===== src/rtl/spi_cmd_sequencer.sv =====
// spi_cmd_sequencer: turns one SPI command descriptor (opcode, optional address,
// optional dummy bytes, N data bytes) into a TX byte stream for a byte-level SPI
// engine, consumes the matching RX stream and returns read-data bytes.
// Exactly one byte is outstanding at a time; chip select is held for the whole command.
// Optional feature macro: SPI_SEQ_DUMMY_EN (enables the dummy-byte phase).
module spi_cmd_sequencer #(
  parameter int ADDR_BYTES = 3,
  parameter int LEN_WIDTH  = 16,
  parameter int SLAVES     = 1,
  localparam int SEL_W     = (SLAVES > 1) ? $clog2(SLAVES) : 1
) (
  input  logic                    clk_i,
  input  logic                    rst_i,
  input  logic                    cmd_valid_i,
  output logic                    cmd_ready_o,
  input  logic [7:0]              cmd_opcode_i,
  input  logic                    cmd_addr_en_i,
  input  logic [8*ADDR_BYTES-1:0] cmd_address_i,
  input  logic                    cmd_write_i,
  input  logic [LEN_WIDTH-1:0]    cmd_length_i,
  input  logic [3:0]              cmd_dummy_i,
  input  logic [SEL_W-1:0]        cmd_slave_i,
  input  logic [7:0]              wr_data_i,
  input  logic                    wr_valid_i,
  output logic                    wr_ready_o,
  output logic [7:0]              rd_data_o,
  output logic                    rd_valid_o,
  input  logic                    rd_ready_i,
  output logic [7:0]              tx_data_o,
  output logic                    tx_valid_o,
  input  logic                    tx_ready_i,
  input  logic [7:0]              rx_data_i,
  input  logic                    rx_valid_i,
  output logic [SLAVES-1:0]       slave_select_o,
  output logic                    cs_hold_o,
  output logic                    busy_o,
  output logic                    done_o
);

  typedef enum logic [2:0] {
    S_IDLE,
    S_SEND,
    S_WAIT_RX,
    S_DELIVER,
    S_DONE
  } state_t;

  typedef enum logic [1:0] {
    PH_OPC,
    PH_ADDR,
    PH_DUMMY,
    PH_DATA
  } phase_t;

  localparam logic [2:0] ADDR_LAST = 3'(ADDR_BYTES - 1);

  state_t                  state_reg;
  phase_t                  phase_reg;
  logic [7:0]              opcode_reg;
  logic                    addr_en_reg;
  logic                    write_reg;
  logic [8*ADDR_BYTES-1:0] addr_sh_reg;
  logic [2:0]              addr_cnt_reg;
  logic [LEN_WIDTH-1:0]    len_reg;
  logic [7:0]              rd_data_reg;
  logic [SLAVES-1:0]       sel_reg;
  logic                    cs_hold_reg;

  logic [SLAVES-1:0]       sel_onehot;
  logic                    dummy_pending;
  logic                    dummy_more;
  logic                    len_pending;
  logic                    read_data;
  logic                    advance;
  phase_t                  tail_phase;
  logic                    tail_last;
  phase_t                  adv_phase;
  logic                    adv_last;
  logic [7:0]              tx_byte;

`ifdef SPI_SEQ_DUMMY_EN
  logic [3:0] dummy_reg;

  assign dummy_pending = (dummy_reg != 4'd0);
  assign dummy_more    = (dummy_reg > 4'd1);
`else
  logic unused_dummy;

  assign unused_dummy  = ^cmd_dummy_i;
  assign dummy_pending = 1'b0;
  assign dummy_more    = 1'b0;
`endif

  // One-hot decode of the requested slave; out-of-range indices select nothing.
  for (genvar gi = 0; gi < SLAVES; gi++) begin : g_sel
    assign sel_onehot[gi] = (cmd_slave_i == SEL_W'(gi));
  end

  assign len_pending = (len_reg != '0);
  assign read_data   = (phase_reg == PH_DATA) && !write_reg;

  // A byte finished without producing read data, or read data was handed off.
  assign advance = ((state_reg == S_WAIT_RX) && rx_valid_i && !read_data) ||
                   ((state_reg == S_DELIVER) && rd_ready_i);

  // Next phase after the current byte completes; empty phases are skipped.
  always_comb begin
    tail_phase = PH_DATA;
    tail_last  = 1'b0;
    if (dummy_pending) begin
      tail_phase = PH_DUMMY;
    end else if (!len_pending) begin
      tail_last = 1'b1;
    end

    adv_phase = phase_reg;
    adv_last  = 1'b0;
    unique case (phase_reg)
      PH_OPC: begin
        if (addr_en_reg) begin
          adv_phase = PH_ADDR;
        end else begin
          adv_phase = tail_phase;
          adv_last  = tail_last;
        end
      end
      PH_ADDR: begin
        if (addr_cnt_reg != ADDR_LAST) begin
          adv_phase = PH_ADDR;
        end else begin
          adv_phase = tail_phase;
          adv_last  = tail_last;
        end
      end
      PH_DUMMY: begin
        if (dummy_more) begin
          adv_phase = PH_DUMMY;
        end else begin
          adv_phase = PH_DATA;
          adv_last  = !len_pending;
        end
      end
      PH_DATA: begin
        adv_phase = PH_DATA;
        adv_last  = (len_reg == LEN_WIDTH'(1));
      end
    endcase
  end

  // Byte presented to the SPI engine for the current phase.
  always_comb begin
    tx_byte = 8'h00;
    unique case (phase_reg)
      PH_OPC:   tx_byte = opcode_reg;
      PH_ADDR:  tx_byte = addr_sh_reg[8*ADDR_BYTES-1 -: 8];
      PH_DUMMY: tx_byte = 8'hFF;
      PH_DATA:  tx_byte = write_reg ? wr_data_i : 8'h00;
    endcase
  end

  assign tx_valid_o     = (state_reg == S_SEND) &&
                          !((phase_reg == PH_DATA) && write_reg && !wr_valid_i);
  assign tx_data_o      = (state_reg == S_SEND) ? tx_byte : 8'h00;
  assign wr_ready_o     = (state_reg == S_SEND) && (phase_reg == PH_DATA) &&
                          write_reg && tx_ready_i;
  assign cmd_ready_o    = (state_reg == S_IDLE);
  assign busy_o         = (state_reg != S_IDLE);
  assign done_o         = (state_reg == S_DONE);
  assign rd_valid_o     = (state_reg == S_DELIVER);
  assign rd_data_o      = rd_data_reg;
  assign slave_select_o = sel_reg;
  assign cs_hold_o      = cs_hold_reg;

  // Command FSM: descriptor latch, byte handshakes, phase/counter advance.
  always_ff @(posedge clk_i) begin
    if (rst_i) begin
      state_reg    <= S_IDLE;
      phase_reg    <= PH_OPC;
      opcode_reg   <= 8'h00;
      addr_en_reg  <= 1'b0;
      write_reg    <= 1'b0;
      addr_sh_reg  <= '0;
      addr_cnt_reg <= 3'd0;
      len_reg      <= '0;
      rd_data_reg  <= 8'h00;
      sel_reg      <= '0;
      cs_hold_reg  <= 1'b0;
`ifdef SPI_SEQ_DUMMY_EN
      dummy_reg    <= 4'd0;
`endif
    end else begin
      unique case (state_reg)
        S_IDLE: begin
          if (cmd_valid_i) begin
            opcode_reg   <= cmd_opcode_i;
            addr_en_reg  <= cmd_addr_en_i;
            write_reg    <= cmd_write_i;
            addr_sh_reg  <= cmd_address_i;
            addr_cnt_reg <= 3'd0;
            len_reg      <= cmd_length_i;
`ifdef SPI_SEQ_DUMMY_EN
            dummy_reg    <= cmd_dummy_i;
`endif
            sel_reg      <= sel_onehot;
            cs_hold_reg  <= 1'b1;
            phase_reg    <= PH_OPC;
            state_reg    <= S_SEND;
          end
        end
        S_SEND: begin
          if (tx_valid_o && tx_ready_i) begin
            state_reg <= S_WAIT_RX;
          end
        end
        S_WAIT_RX: begin
          if (rx_valid_i && read_data) begin
            rd_data_reg <= rx_data_i;
            state_reg   <= S_DELIVER;
          end
        end
        S_DELIVER: begin
        end
        S_DONE: begin
          cs_hold_reg <= 1'b0;
          sel_reg     <= '0;
          state_reg   <= S_IDLE;
        end
        default: begin
          state_reg <= S_IDLE;
        end
      endcase

      if (advance) begin
        phase_reg <= adv_phase;
        state_reg <= adv_last ? S_DONE : S_SEND;
        unique case (phase_reg)
          PH_ADDR: begin
            addr_cnt_reg <= addr_cnt_reg + 3'd1;
            addr_sh_reg  <= addr_sh_reg << 8;
          end
          PH_DUMMY: begin
`ifdef SPI_SEQ_DUMMY_EN
            dummy_reg <= dummy_reg - 4'd1;
`endif
          end
          PH_DATA: begin
            len_reg <= len_reg - LEN_WIDTH'(1);
          end
          default: begin
          end
        endcase
      end
    end
  end

endmodule


===== config.mk =====
export PLATFORM = sky130hd
export DESIGN_NAME = spi_cmd_sequencer
export DESIGN_NICKNAME = d
export VERILOG_FILES = /design/src/rtl/spi_cmd_sequencer.sv
export SDC_FILE = /design/constraint.sdc
export NUM_CORES = 1
export LEC_CHECK = 0
export BUFFER_PORTS_ARGS = -buffer_cell sky130_fd_sc_hd__buf_2
export CAP_MARGIN = 20
export CELL_PAD_IN_SITES_DETAIL_PLACEMENT = 0
export CELL_PAD_IN_SITES_GLOBAL_PLACEMENT = 1
export CORE_ASPECT_RATIO = 0.7
export CORE_MARGIN = 8
export CORE_UTILIZATION = 34
export CTS_CLUSTER_DIAMETER = 30
export DETAILED_ROUTE_END_ITERATION = 8
export PLACE_DENSITY_LB_ADDON = 0.1
export SLEW_MARGIN = 20
export SYNTH_ARGS = -nofsm -noshare
export SYNTH_HDL_FRONTEND = slang
export SYNTH_SLANG_ARGS = --single-unit

===== constraint.sdc =====
create_clock -name clk_i -period 1.75 [get_ports clk_i]
set_clock_uncertainty 0.1 [all_clocks]
set_input_delay 0.175 -clock clk_i [delete_from_list [all_inputs] [get_ports clk_i]]
set_output_delay 0.175 -clock clk_i [all_outputs]
set_load 0.05 [all_outputs]

# Word-level counts from Yosys, hierarchy flattened
# Cells that the tools add are included.
# word_totals
reg_bits	68
elab_cells	94
output_inout_bits	24
in_bits	78
# op_classes
bitwise	1
n_eq_ne	14
reduce_logical	31
n_mux	35
add_sub_neg	2
# ops
op	count
2-to-1 mux 24 bit	4
2-to-1 mux 16 bit	4
case mux 8 bit (4 select lines)	1
2-to-1 mux 3 bit	9
== test 16 x 1 -> 1 bit, second input constant	1
2-to-1 mux 8 bit	2
nonzero test 16 bit	1
subtractor 16 x 1 -> 16 bit, second input constant	1
logical AND 1 bit	12
inequality test 3 x 2 -> 1 bit, second input constant	4
case mux 3 bit (4 select lines)	1
2-to-1 mux 2 bit	5
AND reduction 2 bit	4
== test 3 x 2 -> 1 bit, second input constant	2
case mux 2 bit (3 select lines)	1
nonzero test 2 bit	3
zero test 1 bit	5
2-to-1 mux 1 bit	5
== test 2 bit, second input constant	2
case mux 1 bit (2 select lines)	2
case mux 1 bit (4 select lines)	1
AND reduction 4 bit	1
adder 3 x 1 -> 3 bit, second input constant	1
== test 3 x 1 -> 1 bit, second input constant	1
other kinds (10)	10

# Logic depth before layout (Yosys ltp)
# Gate-level depths: netlist of the first run.
# depth
word_depth	9
mapped_depth	6
depth_no_buf	6

# Worst setup path before layout of the first run
# No wires, ideal clock.
# synth_timing
kind	register to output
from	reg phase_reg[1]
to	out tx_data_o[7]
required_ns	1.475
path_slack_ns	-0.968
arrival_ns	2.443
path_stages_with_launch	6
n_path_buf	2
cell_sequence	dfxtp_1 > buf_2 > and2_1 > clkbuf_1 > a221oi_1 > nor4_1
# synth_via
elab_chain_len	3
word_cells_on_any_way	6
cone_classes	3 x eq/ne; 2 x mux; 1 x reduce/logical
# synth_rtl
item	line	rtl
start: declaration	58	phase_t phase_reg;
start signal: assignment	234	phase_reg <= adv_phase;
== test 2 bit, or another cell as far along	153	unique case (phase_reg)
case mux 8 bit (4 select lines) *	153	
2-to-1 mux 8 bit *	163	assign tx_data_o = (state_reg == S_SEND) ? tx_byte : 8'h00;
end: declaration	29	output logic [7:0] tx_data_o,
# Every way passes the cells marked *; elsewhere a longest branch is shown, timed or not.

# Final worst setup path of the first run
# layout_timing
from	reg state_reg[1]
to	out tx_data_o[4]
# layout_via
elab_chain_len	2
# layout_rtl
item	line	rtl
start: declaration	57	state_t state_reg;
start signal: assignment	235	state_reg <= adv_last ? S_DONE : S_SEND;
== test 3 x 1 -> 1 bit	163	
2-to-1 mux 8 bit	163	
# Every way passes these cells.

==> results.toml, run 1 <==
[cts]
cts_root_buf = "clkbuf_16"
clkTransAtPathRegs_ns = 0.06
cts-buffers-inserted = 9
cts_tree = "built"
htreeDepth = 3
clock-sinks = 68
clockBufferDepth = 2
clock_latency_ns = 0.33

[final_layout]
antenna_cells = 0
largest_reg_flops = 24
drive_gt1_share_pct = 51.0
area_growth_syn_to_layout_pct = 79.2
final_cell_mix = "buf_2 (84), nand2_1 (68), buf_4 (62)"
nFillCells = 883
nets = 717
layout_commonest_cell = "buf_2"

[sta]
finalCritPeriodShare_pct = 107
relSlewSlack_pct = 72.8
fmax_mhz = 533
fin_ws_ns = -0.125
grt_setup_unrepaired = "true"
hold_viol = 0
setup_violations = 48
worst_pin_slew_ns = 0.409
hold_slack_ns = 0.0135
post-route-min-period_ns = 1.88
slew_violations = 0

[drt]
drc = 0
drt_iter0_drc = 192
wirelength_um = 13400
antenna_left = 0
routed_via_density = 5.13
dr.pass1.iters = 4
via_count = 3956
wl_per_cell_um = 17.3

[synth]
yosysTopAreaCell = "dfxtp_1"
syn-num-nets = 522
synth_seq_area_share_pct = 38.4
synth_cell_types = 62
ys_warn_count = 0
synth_area_leaders = "dfxtp_1 (38%), nand2_1 (9.6%), a21oi_1 (5.9%)"
syn_inst = 439
synth_ff_type = "dfxtp_1"
yosysTopAreaCellShare_pct = 38.4
synth_edf_count = 0
async_flop_share_pct = 0
syn-cell-area_mm2 = 0.00354
synth-seq-cells = 68
syn_area_per_cell_um2 = 8.07

[global_route]
grt_max_degree = 31
grt_util_all_layers_pct = 17.3
antenna_found_initial = 1
gr-total-overflow = 0
grt_pass1_vias = 3796
grt_first_pass_wirelength_um = 19300

[power]
finalPower_mw = 7.89
sw_frac_of_total_pct = 38.7
seqPwrFrac_pct = 26.0
peakVddDrop_v = 0.000842
switchingPower_mw = 3.05
clkPwrFrac_pct = 23.9
powerDensity_mw_per_mm2 = 1240
p_int_mw = 4.84
combPwrFrac_pct = 50.1
p_leak_nw = 2.59

[floorplanning]
die_y_um = 101
die_w_um = 138
dieArea_mm2 = 0.0140
row_count = 31
pin_count = 102
start_util_pct = 34.6
core_area_mm2 = 0.0102

[flow_run]
drv_cap = 0

[worst_setup_path]
worst-path-max-fanout = 8
crit_type = "register to output port"
r2r_slack_ns = -0.11
arrival_ns = 1.60
required_ns = 1.47
cp-end-kind = "output port"
startpoint_type = "register"

[run_status]
violations = "setup timing"
status = "complete, but fails checks"

[place]
place_hpwl_um = 8370
gp_congestion = 0.843
numPortBuffers = 97

[min_path]
hp-class = "input port to register"
==> worst max-delay path, stage by stage, from the launching register on <==
cell and delay, ns:
dfxtp_4 0.35, buf_6 0.13, nand2b_4 0.15, nor2_4 0.10, buf_12 0.16, o21ai_4 0.07
a21oi_4 0.13, buf_6 0.17
==> cell families after synthesis <==
logic type | share of synthesized area, %
fa+ha+maj | 1.77
xor+xnor | 0.247
compound gates | 24.3
buf+inv | 5.44
flops | 38.4
simple gates | 26.4
mux | 3.39
==> stage by stage <==
step	setup WS (ns)	setup TNS, ns	util, %	std cells	instance area (um^2)
after floorplan	-0.113	-0.210	-	439	3670
after global placement	-0.154	-1.24	46.4	700	4750
after detailed placement	-0.181	-1.64	46.4	700	4750
after CTS	-0.107	-0.944	55.5	753	5680
after global routing	-0.208	-4.79	62.0	771	6340
final	-0.125	-2.15	62.0	771	6340
==> repair_timing <==
| action | 4_1_cts | 5_1_grt |
|---|---|---|
| cloned | 1 | 10 |
| resized for setup | 64 | 107 |
| setup endpoints to repair | 43 | 46 |
| pin swaps | 14 | 37 |
| hold endpoints to repair | 27 | 0 |
| setup buffers | 10 | 8 |
| hold buffers | 27 | 0 |
==> Yosys cell counts (9+ instances only) <==
cell / instances
nor3_1: 9
inv_1: 11
buf_2: 10
clkbuf_1: 19
dfxtp_1: 68
mux2i_1: 12
o21ai_1: 10
nor2_1: 41
a311oi_2: 10
nand2_1: 91
a21oi_1: 42
nand3_1: 10
==> final timing paths <==
check                                startpoint             end  cells past startpoint
worst min-delay path            cmd_length_i[2]      len_reg[2]                      3
worst max register to register       len_reg[0]     len_reg[14]                      7
worst max-delay path               state_reg[1]    tx_data_o[4]                      7
worst min register to register   addr_sh_reg[1]  addr_sh_reg[1]                      2
==> power by group through the flow <==
stage	clock [mW]	combinational [mW]	sequential, mW
finish	1.89	3.95	2.06
global route	2.00	4.22	2.08
CTS	1.92	3.21	2.00
detailed placement	0	2.68	2.01
floorplan	0	1.69	2.00
global placement	0	2.66	2.00
==> cell type report <==
type / count / area, um^2 / area share [%]
multi-input combinational: 327 / 2580 / 40.7
sequential: 68 / 1380 / 21.8
clock buffer: 9 / 225 / 3.55
timing repair buffer: 216 / 1850 / 29.2
inverter: 12 / 52.6 / 0.828
tap: 132 / 165 / 2.60
clock inverter: 7 / 82.6 / 1.30
==> metal layers <==
layer / up-vias / global-route usage, % / wire length (um)
li1: 1978 / - / -
met5: - / 0 / 13
met3: 8 / 5.20 / 824
met1: 1873 / 25.3 / 6580
met4: 2 / 3.46 / 69
met2: 95 / 24.4 / 5860
No activity file was read; power rests on OpenSTA's default activity.
==> run 2, diff against run 1 <==
==> constraint.sdc (replaced) <==
create_clock -name clk_i -period 1.75 [get_ports clk_i]
set_clock_uncertainty 0.1 [all_clocks]
set_input_delay 0 -clock clk_i [delete_from_list [all_inputs] [get_ports clk_i]]
set_output_delay 0 -clock clk_i [all_outputs]
set_load 0.1 [all_outputs]
==> run 2 against run 1 <==
Critical path depth fell by 2. Sequential power barely moved. Largest power group unchanged. Core utilization is 0.39 points higher. The run still ends with setup timing left.
==> results.toml, run 2 (synthesis results as in run 1) <==
[run_status]
status = "complete, but fails checks"
violations = "setup timing"

[power]
powerDensity_mw_per_mm2 = 1230
p_leak_nw = 2.58
peakVddDrop_v = 0.00116

[global_route]
grt_max_degree = 34
grt_util_all_layers_pct = 17.7
grt_pass1_vias = 3957
grt_first_pass_wirelength_um = 19700
antenna_found_initial = 0
gr-total-overflow = 0

[sta]
fmax_mhz = 534
grt_setup_unrepaired = "true"
worst_pin_slew_ns = 0.504
post-route-min-period_ns = 1.87
relSlewSlack_pct = 66.6
fin_ws_ns = -0.121
slew_violations = 0
finalCritPeriodShare_pct = 107
setup_violations = 27
hold_viol = 0

[final_layout]
final_core_util_pct = 62.3
area_growth_syn_to_layout_pct = 80.3
final_cells = 799
final_cell_mix = "nand2_1 (90), buf_2 (84), dlygate4sd3_1 (64)"
nFillCells = 880
postLayoutCellArea_mm2 = 0.00638
layout_commonest_cell = "nand2_1"
nets = 745
antenna_cells = 0
drive_gt1_share_pct = 42.1
largest_reg_flops = 24

[drt]
via_count = 4135
routed_via_density = 5.18
antenna_left = 0
dr.pass1.iters = 5
wirelength_um = 13600
drc = 0
drt_iter0_drc = 235
wl_per_cell_um = 17.0

[cts]
clock-sinks = 68
cts_tree = "built"
clkTransAtPathRegs_ns = 0.06
clock_latency_ns = 0.33
cts-buffers-inserted = 9
cts_root_buf = "clkbuf_16"
htreeDepth = 3
clockBufferDepth = 2

[flow_run]
drv_cap = 0

[worst_setup_path]
worst-path-max-fanout = 6
required_ns = 1.86
r2r_end = "state_reg[0]"
rr_worst_depth = 5
r2r_slack_ns = -0.12
startpoint_type = "register"
r2r-start = "state_reg[2]"
crit_type = "register to register"
cp-end-kind = "register"
arrival_ns = 1.98

[min_path]
hp-class = "input port to register"
holdPathStages = 5
hp-start = "rd_ready_i"
min_to = "state_reg[0]"

[place]
gp_congestion = 0.796
place_hpwl_um = 8710
placed_cells = 691
placed_area_mm2 = 0.00486
numPortBuffers = 97

[floorplanning]
die_w_um = 138
core_area_mm2 = 0.0102
row_count = 31
dieArea_mm2 = 0.0140
die_y_um = 101
start_util_pct = 34.6
pin_count = 102
[run 2: cell count changes in the layout (fill, tap and decap cells not counted), moves of 4 or more]
cell	previous run	this run
nor2_2	6	11
nand2_2	15	1
nand2_4	8	0
a21oi_1	30	35
buf_6	21	12
dlygate4sd3_1	27	64
buf_8	5	1
nor2_1	34	27
buf_12	9	18
a21oi_2	6	1
nand2_1	68	90
[run 2: metrics by stage]
stage / TNS, ns / power [mW] / hold WS (ns) / setup slack (ns)
final: -1.14 / 7.86 / 0.0776 / -0.121
after global routing: -3.81 / 8.25 / 0.116 / -0.176
after floorplan: -0.223 / 4.09 / 0.0360 / -0.0971
after detailed placement: -0.932 / 5.35 / 0.147 / -0.144
after global placement: -0.689 / 5.32 / 0.134 / -0.211
after CTS: -1.29 / 7.23 / 0.0535 / -0.111
[run 2: routing by layer]
metal | up-vias | routed length [um] | GRT usage, %
met5 | - | 0 | 0
met4 | 0 | 90 | 4.12
met3 | 9 | 920 | 5.25
met2 | 139 | 5920 | 26.3
met1 | 1955 | 6640 | 24.6
li1 | 2032 | - | -
[run 2: worst max-delay path, cell delays in order, from the launching register on]
cell       delay (ns)
dfxtp_1          0.36
nand4bb_2        0.36
o21a_1           0.29
a2111oi_2        0.39
buf_4            0.18
o21ai_1          0.06
[run 2: area by class of cell]
cell class	instances	area (um^2)	share of cell area, %
Clock inverter	6	41.3	0.647
Timing Repair Buffer	243	2120	33.2
Multi-Input combinational cell	328	2400	37.6
Inverter	12	51.3	0.804
Clock buffer	10	229	3.59
Tap cell	132	165	2.59
Sequential cell	68	1370	21.5
[run 2: worst max path at each step]
stage	slack (ns)	endpoint	from	depth (start not counted)
5_1_grt	-0.18	state_reg[0]	state_reg[2]	5
3_3_place_gp	-0.21	state_reg[0]	addr_cnt_reg[0]	7
3_5_place_dp	-0.14	len_reg[8]	len_reg[1]	7
2_1_floorplan	-0.1	len_reg[14]	len_reg[0]	6
6_report	-0.12	state_reg[0]	state_reg[2]	5
4_1_cts	-0.11	len_reg[11]	state_reg[0]	5
[run 2: power breakdown]
part / switching, mW / total, mW / internal (mW)
sequential: 0.226 / 2.03 / 1.80
clock: 0.697 / 1.66 / 0.958
combinational: 2.28 / 4.17 / 1.89
[run 2: repair_timing]
item	CTS	global route
cloned	0	7
hold buffers	64	0
endpoints found under the setup margin	23	44
hold endpoints to repair	60	0
pin swaps	10	8
gates resized for setup	18	61
buffers inserted	6	15
